### config.mk
export PLATFORM = sky130hd
export DESIGN_NAME = key_note_encoder
export DESIGN_NICKNAME = d
export VERILOG_FILES = /design/src/rtl/key_pkg.sv /design/src/rtl/key_debounce_bit.sv /design/src/rtl/key_note_encoder.sv
export SDC_FILE = /design/constraint.sdc
export NUM_CORES = 1
export LEC_CHECK = 0
export ABC_CLOCK_PERIOD_IN_PS = 3200
export CORE_MARGIN = 2
export CORE_UTILIZATION = 39
export DETAILED_ROUTE_END_ITERATION = 8
export GPL_ROUTABILITY_DRIVEN = 0
export HOLD_SLACK_MARGIN = 0.1
export SYNTH_ARGS = -nofsm -noshare
export SYNTH_HDL_FRONTEND = slang
export SYNTH_SLANG_ARGS = --single-unit
### constraint.sdc
create_clock -name clk -period 3.2 [get_ports clk]
set_input_delay 0.32 -clock clk [delete_from_list [all_inputs] [get_ports clk]]
set_output_delay 0.32 -clock clk [all_outputs]
set_load 0.005 [all_outputs]
### src/rtl/key_pkg.sv
// Shared types and constants for the key-switch front end of the note player.
// Latency: n/a (types, constants and a combinational helper only).
// Backpressure: none; this package holds no logic.
package key_pkg;

    localparam int N_KEYS = 8;

    // Note indices, one per key, lowest key first.
    localparam logic [2:0] NOTE_DO    = 3'd0;
    localparam logic [2:0] NOTE_RE    = 3'd1;
    localparam logic [2:0] NOTE_MI    = 3'd2;
    localparam logic [2:0] NOTE_FA    = 3'd3;
    localparam logic [2:0] NOTE_SOL   = 3'd4;
    localparam logic [2:0] NOTE_LA    = 3'd5;
    localparam logic [2:0] NOTE_SI    = 3'd6;
    localparam logic [2:0] NOTE_DO_HI = 3'd7;

    typedef enum logic {
        ST_IDLE = 1'b0,
        ST_HELD = 1'b1
    } key_state_t;

    // Lowest held key wins; returns NOTE_DO when nothing is held.
    function automatic logic [2:0] lowest_key(input logic [N_KEYS-1:0] keys);
        logic [2:0] idx;
        if (keys[0])      idx = NOTE_DO;
        else if (keys[1]) idx = NOTE_RE;
        else if (keys[2]) idx = NOTE_MI;
        else if (keys[3]) idx = NOTE_FA;
        else if (keys[4]) idx = NOTE_SOL;
        else if (keys[5]) idx = NOTE_LA;
        else if (keys[6]) idx = NOTE_SI;
        else if (keys[7]) idx = NOTE_DO_HI;
        else              idx = NOTE_DO;
        return idx;
    endfunction

endpackage

### src/rtl/key_debounce_bit.sv
// Per-key synchroniser plus counting debouncer producing a clean level.
// Latency: 2 sync cycles plus STABLE_CNT sample ticks to accept a change.
// Backpressure: none; free-running, samples only when tick is high.
module key_debounce_bit #(
    parameter int STABLE_CNT = 4
) (
    input  logic clk,
    input  logic resetn,
    input  logic tick,
    input  logic raw,
    output logic stable
);

    localparam int CNT_W = $clog2(STABLE_CNT + 1);

    logic             sync1;
    logic             in_s;
    logic [CNT_W-1:0] cnt;

    // Two-flop synchroniser for the asynchronous switch input.
    always_ff @(posedge clk or negedge resetn) begin
        if (!resetn) begin
            sync1 <= 1'b0;
            in_s  <= 1'b0;
        end else begin
            sync1 <= raw;
            in_s  <= sync1;
        end
    end

    // Count consecutive differing samples; any agreeing sample restarts the count.
    always_ff @(posedge clk or negedge resetn) begin
        if (!resetn) begin
            stable <= 1'b0;
            cnt    <= '0;
        end else if (tick) begin
            if (in_s != stable) begin
                if (int'(cnt) + 1 >= STABLE_CNT) begin
                    stable <= ~stable;
                    cnt    <= '0;
                end else begin
                    cnt <= cnt + 1'b1;
                end
            end else begin
                cnt <= '0;
            end
        end
    end

endmodule

### src/rtl/key_note_encoder.sv
// Debounces eight key switches, picks the lowest held key, emits press/release strobes.
// Latency: 2 sync + up to STABLE_CNT ticks (first up to TICK_DIV cycles away) + 1 cycle.
// Backpressure: none; strobes are single-cycle. Optional auto-repeat: KEY_AUTOREPEAT_EN.
module key_note_encoder
    import key_pkg::*;
#(
    parameter int TICK_DIV     = 1000,
    parameter int STABLE_CNT   = 4,
    parameter int REPEAT_TICKS = 250
) (
    input  logic              clk,
    input  logic              resetn,
    input  logic [N_KEYS-1:0] in,
    output logic [2:0]        note,
    output logic              note_valid,
    output logic              press_pulse,
    output logic              release_pulse
);

    localparam int PRE_W = $clog2(TICK_DIV);
    localparam logic [PRE_W-1:0] PRE_LAST = PRE_W'(TICK_DIV - 1);

    logic [PRE_W-1:0]  pre;
    logic              tick;
    logic [N_KEYS-1:0] stable;
    logic [2:0]        enc;
    logic              any;
    key_state_t        state;

    assign tick = (pre == PRE_LAST);

    // Free-running sample prescaler shared by all keys.
    always_ff @(posedge clk or negedge resetn) begin
        if (!resetn) begin
            pre <= '0;
        end else if (tick) begin
            pre <= '0;
        end else begin
            pre <= pre + 1'b1;
        end
    end

    for (genvar i = 0; i < N_KEYS; i++) begin : g_key
        key_debounce_bit #(
            .STABLE_CNT (STABLE_CNT)
        ) u_db (
            .clk    (clk),
            .resetn (resetn),
            .tick   (tick),
            .raw    (in[i]),
            .stable (stable[i])
        );
    end

    assign enc = lowest_key(stable);
    assign any = |stable;

`ifdef KEY_AUTOREPEAT_EN
    localparam int RPT_W = $clog2(REPEAT_TICKS + 1);

    logic             tick_q;
    logic [RPT_W-1:0] rpt;

    // Delay tick by one cycle so repeat strobes line up with the cycle in which
    // debounced levels change; a change and a repeat then collide cleanly.
    always_ff @(posedge clk or negedge resetn) begin
        if (!resetn) begin
            tick_q <= 1'b0;
        end else begin
            tick_q <= tick;
        end
    end
`else
    // Repeat interval has no effect without auto-repeat.
    logic [31:0] unused_repeat_ticks;
    assign unused_repeat_ticks = 32'(REPEAT_TICKS);
`endif

    // Note tracking FSM with registered outputs; at most one event per cycle.
    always_ff @(posedge clk or negedge resetn) begin
        if (!resetn) begin
            state         <= ST_IDLE;
            note          <= NOTE_DO;
            note_valid    <= 1'b0;
            press_pulse   <= 1'b0;
            release_pulse <= 1'b0;
`ifdef KEY_AUTOREPEAT_EN
            rpt           <= '0;
`endif
        end else begin
            press_pulse   <= 1'b0;
            release_pulse <= 1'b0;
            case (state)
                ST_IDLE: begin
                    if (any) begin
                        note        <= enc;
                        note_valid  <= 1'b1;
                        press_pulse <= 1'b1;
                        state       <= ST_HELD;
`ifdef KEY_AUTOREPEAT_EN
                        rpt         <= '0;
`endif
                    end
                end
                ST_HELD: begin
                    if (!any) begin
                        note_valid    <= 1'b0;
                        release_pulse <= 1'b1;
                        state         <= ST_IDLE;
                    end else if (enc != note) begin
                        // Losing the selected key while another is held lands here too.
                        note        <= enc;
                        press_pulse <= 1'b1;
`ifdef KEY_AUTOREPEAT_EN
                        rpt         <= '0;
                    end else if (tick_q) begin
                        if (int'(rpt) + 1 >= REPEAT_TICKS) begin
                            press_pulse <= 1'b1;
                            rpt         <= '0;
                        end else begin
                            rpt <= rpt + 1'b1;
                        end
`endif
                    end
                end
                default: state <= ST_IDLE;
            endcase
        end
    end

endmodule

==> out/metrics.yaml <==
status: "finished clean"
drt_iter0_drc: 46
dpl-instance-area_um2: 3110
clkLatencyLatePin_ns: 0.33
track_usage: 0.131
r2r-end: "g_key[2].u_db.stable"
num-nets-final: 299
detail_route.wl_per_cell_um: 11.6
synth_cells: 255
min_path_type: "reg2reg"
r2r_cells: 6
cts_tree: "yes"
yosysSeqAreaShare: 0.568
fin_util: 0.457
crit_end: "g_key[2].u_db.stable"
antenna_found_initial: 0
worst_ep_arrival_time_ns: 2.16
firstDrtPassIters: 4
worstSetupEndpointType: "flip-flop"
cts.repair.resized: 0
cp_max_fo: 32
initial_core_util: 0.399
grt-ovfl-total: 0
fin_crit_ns: 1.95
max-vdd-ir-drop_mv: 0.204
drc: 0
syn_area_um2: 2860
nFillCells: 677
syn_nets: 275
path_depth: 6
path_buf_inv: 0
placement.io_buffers: 15
yosys_warnings: 0
numClockSinks: 65
cp-startpoint: "pre[0]"
ios: 16
p_per_area_nw_per_um2: 442
cp_cell_sequence: "ha_1 > nand2_2 > nor2_4 > nand4b_4 > nor2_1 > mux2_2"
ant_nets: 0
hpwlAfterDp_mm: 3.00
num_vias: 1809
die_h_um: 89.7
worstMarginPinSlew_ns: 0.559
rr_startpoint: "pre[0]"
critPathMaxStageDelay_ns: 0.39
syn_area_per_cell_um2: 11.2
grt_pass1_wl_mm: 7.80
dieArea_um2: 8040
rrSetupSlack_ns: 1.25
viasPerCell: 4.74
fin_area_um2: 3280
final.setup_skew_ns: 0.00760
crit_slowest_cell: "nand4b_4"
final_common_cell: "dfrtp_1"
grt_max_degree: 46
final_cell_mix: "65 x dfrtp_1, 32 x nand2_1, 30 x nor2_1"
slew_viol_final: 0
h-tree-depth: 3
postCtsSetupRepairBufs: 0
cp_top_family: "simple AND/OR/NAND/NOR gates"
dp_slack_ns: 1.23
fp.dieW_um: 89.7
ys_ff_latch: 65
rsz0062_at_grt: "false"
fin_crit_sh: 0.608
setup_slack_ns: 1.25
cts_buffers: 9
drive_above_1_share: 0.138
ys_types: 36
setup_viol: 0
clockRootBuffer: "clkbuf_8"
crit_type: "reg2reg"
finalWirelength_mm: 4.42
clock_tree.buffer_depth: 2
fin_setup_tns_ns: 0
cts.clk_slew.worst_paths_ns: 0.07
cap_viol_max_count: 0
p_leak_nw: 1.60
hold_viol_final: 0
max_freq_ghz: 0.514
fp-row-count: 31
crit_path_start_kind: "flip-flop"
ctsHoldBuffers: 1
antenna_cells: 0
slew_headroom: 0.627
required_ns: 3.42
grt_pass1_vias: 1721
core_area_um2: 7180
syn2layout_area_growth_pct: 14.5
## layout make-up
class / instances / area [um^2] / area share
clock buffers: 11 / 141 / 0.0431
clock inverters: 4 / 20.0 / 0.00611
inverters: 3 / 11.3 / 0.00344
multi-input cells: 181 / 1180 / 0.359
flip-flops and latches: 65 / 1630 / 0.496
well taps: 99 / 124 / 0.0378
repair buffers: 19 / 178 / 0.0542
## metrics by stage
stage               hold WS, ns  std cells  power, mW
floorplan                0.0244        255      0.858
global placement          0.299        366      0.888
detailed placement        0.305        366      0.889
CTS                       0.347        382       1.48
global route              0.353        382       1.52
finish                    0.343        382       1.45
## report_power, final
group | internal [mW] | total [mW] | switching [mW] | leakage, nW
logic | 0.0144 | 0.0346 | 0.0202 | 0.657
registers | 0.832 | 0.837 | 0.00501 | 0.857
clock network | 0.292 | 0.577 | 0.285 | 0.0887
total | 1.14 | 1.45 | 0.310 | 1.60
## Yosys cell counts (all sizes together)
cell | number | area [um^2]
a311oi | 1 | 8.76
xor2 | 4 | 35.0
nor2b | 2 | 12.5
and2 | 13 | 83.8
a41oi | 1 | 8.76
a21boi | 8 | 60.1
nor3 | 1 | 5.00
buf | 4 | 41.3
a21o | 4 | 30.0
o41ai | 1 | 16.3
ha | 10 | 125
nand4b | 1 | 23.8
and4b | 1 | 10.0
mux2 | 6 | 86.3
inv | 3 | 11.3
a21oi | 11 | 55.1
o31ai | 1 | 7.51
nand2 | 36 | 145
a31o | 4 | 35.0
o21ai | 9 | 45.0
dfrtp | 65 | 1630
clkbuf | 2 | 7.51
nor4 | 6 | 52.6
o21bai | 1 | 7.51
nor2 | 32 | 130
nand3 | 14 | 70.1
xnor2 | 14 | 123
## worst min-delay path by stage
| stage | startpoint | end | depth (start not counted) |
|---|---|---|---|
| floorplan | resetn | g_key[0].u_db.cnt[0] | 0 |
| global placement | resetn | pre[9] | 1 |
| detailed placement | resetn | pre[7] | 1 |
| CTS | g_key[1].u_db.sync1 | g_key[1].u_db.in_s | 0 |
| global route | g_key[1].u_db.sync1 | g_key[1].u_db.in_s | 0 |
| finish | g_key[1].u_db.sync1 | g_key[1].u_db.in_s | 0 |
## flip-flops by register name, summed over array words and instances, names as in the netlist
| name | flops |
|---|---|
| state | 1 |
| note_valid | 1 |
| release_pulse | 1 |
| press_pulse | 1 |
| pre | 10 |
| g_key.u_db.cnt | 24 |
| g_key.u_db.sync1 | 8 |
| note | 3 |
| g_key.u_db.in_s | 8 |
| g_key.u_db.stable | 8 |
## routing by layer
metal / track usage / routed length (um) / share of wire
met2: 0.203 / 2020 / 0.46
met4: 0.0733 / 98 / 0.022
met3: 0.0384 / 125 / 0.028
met1: 0.163 / 2180 / 0.49
met5: 0 / 0 / 0
## cells by family after synthesis
logic type / synth area share
fa+ha+maj: 0.0437
flops: 0.568
compound gates: 0.0957
mux: 0.0302
buf+inv: 0.0210
simple gates: 0.186
xor+xnor: 0.0551
Note: power is estimated with default switching activity, not from simulation.
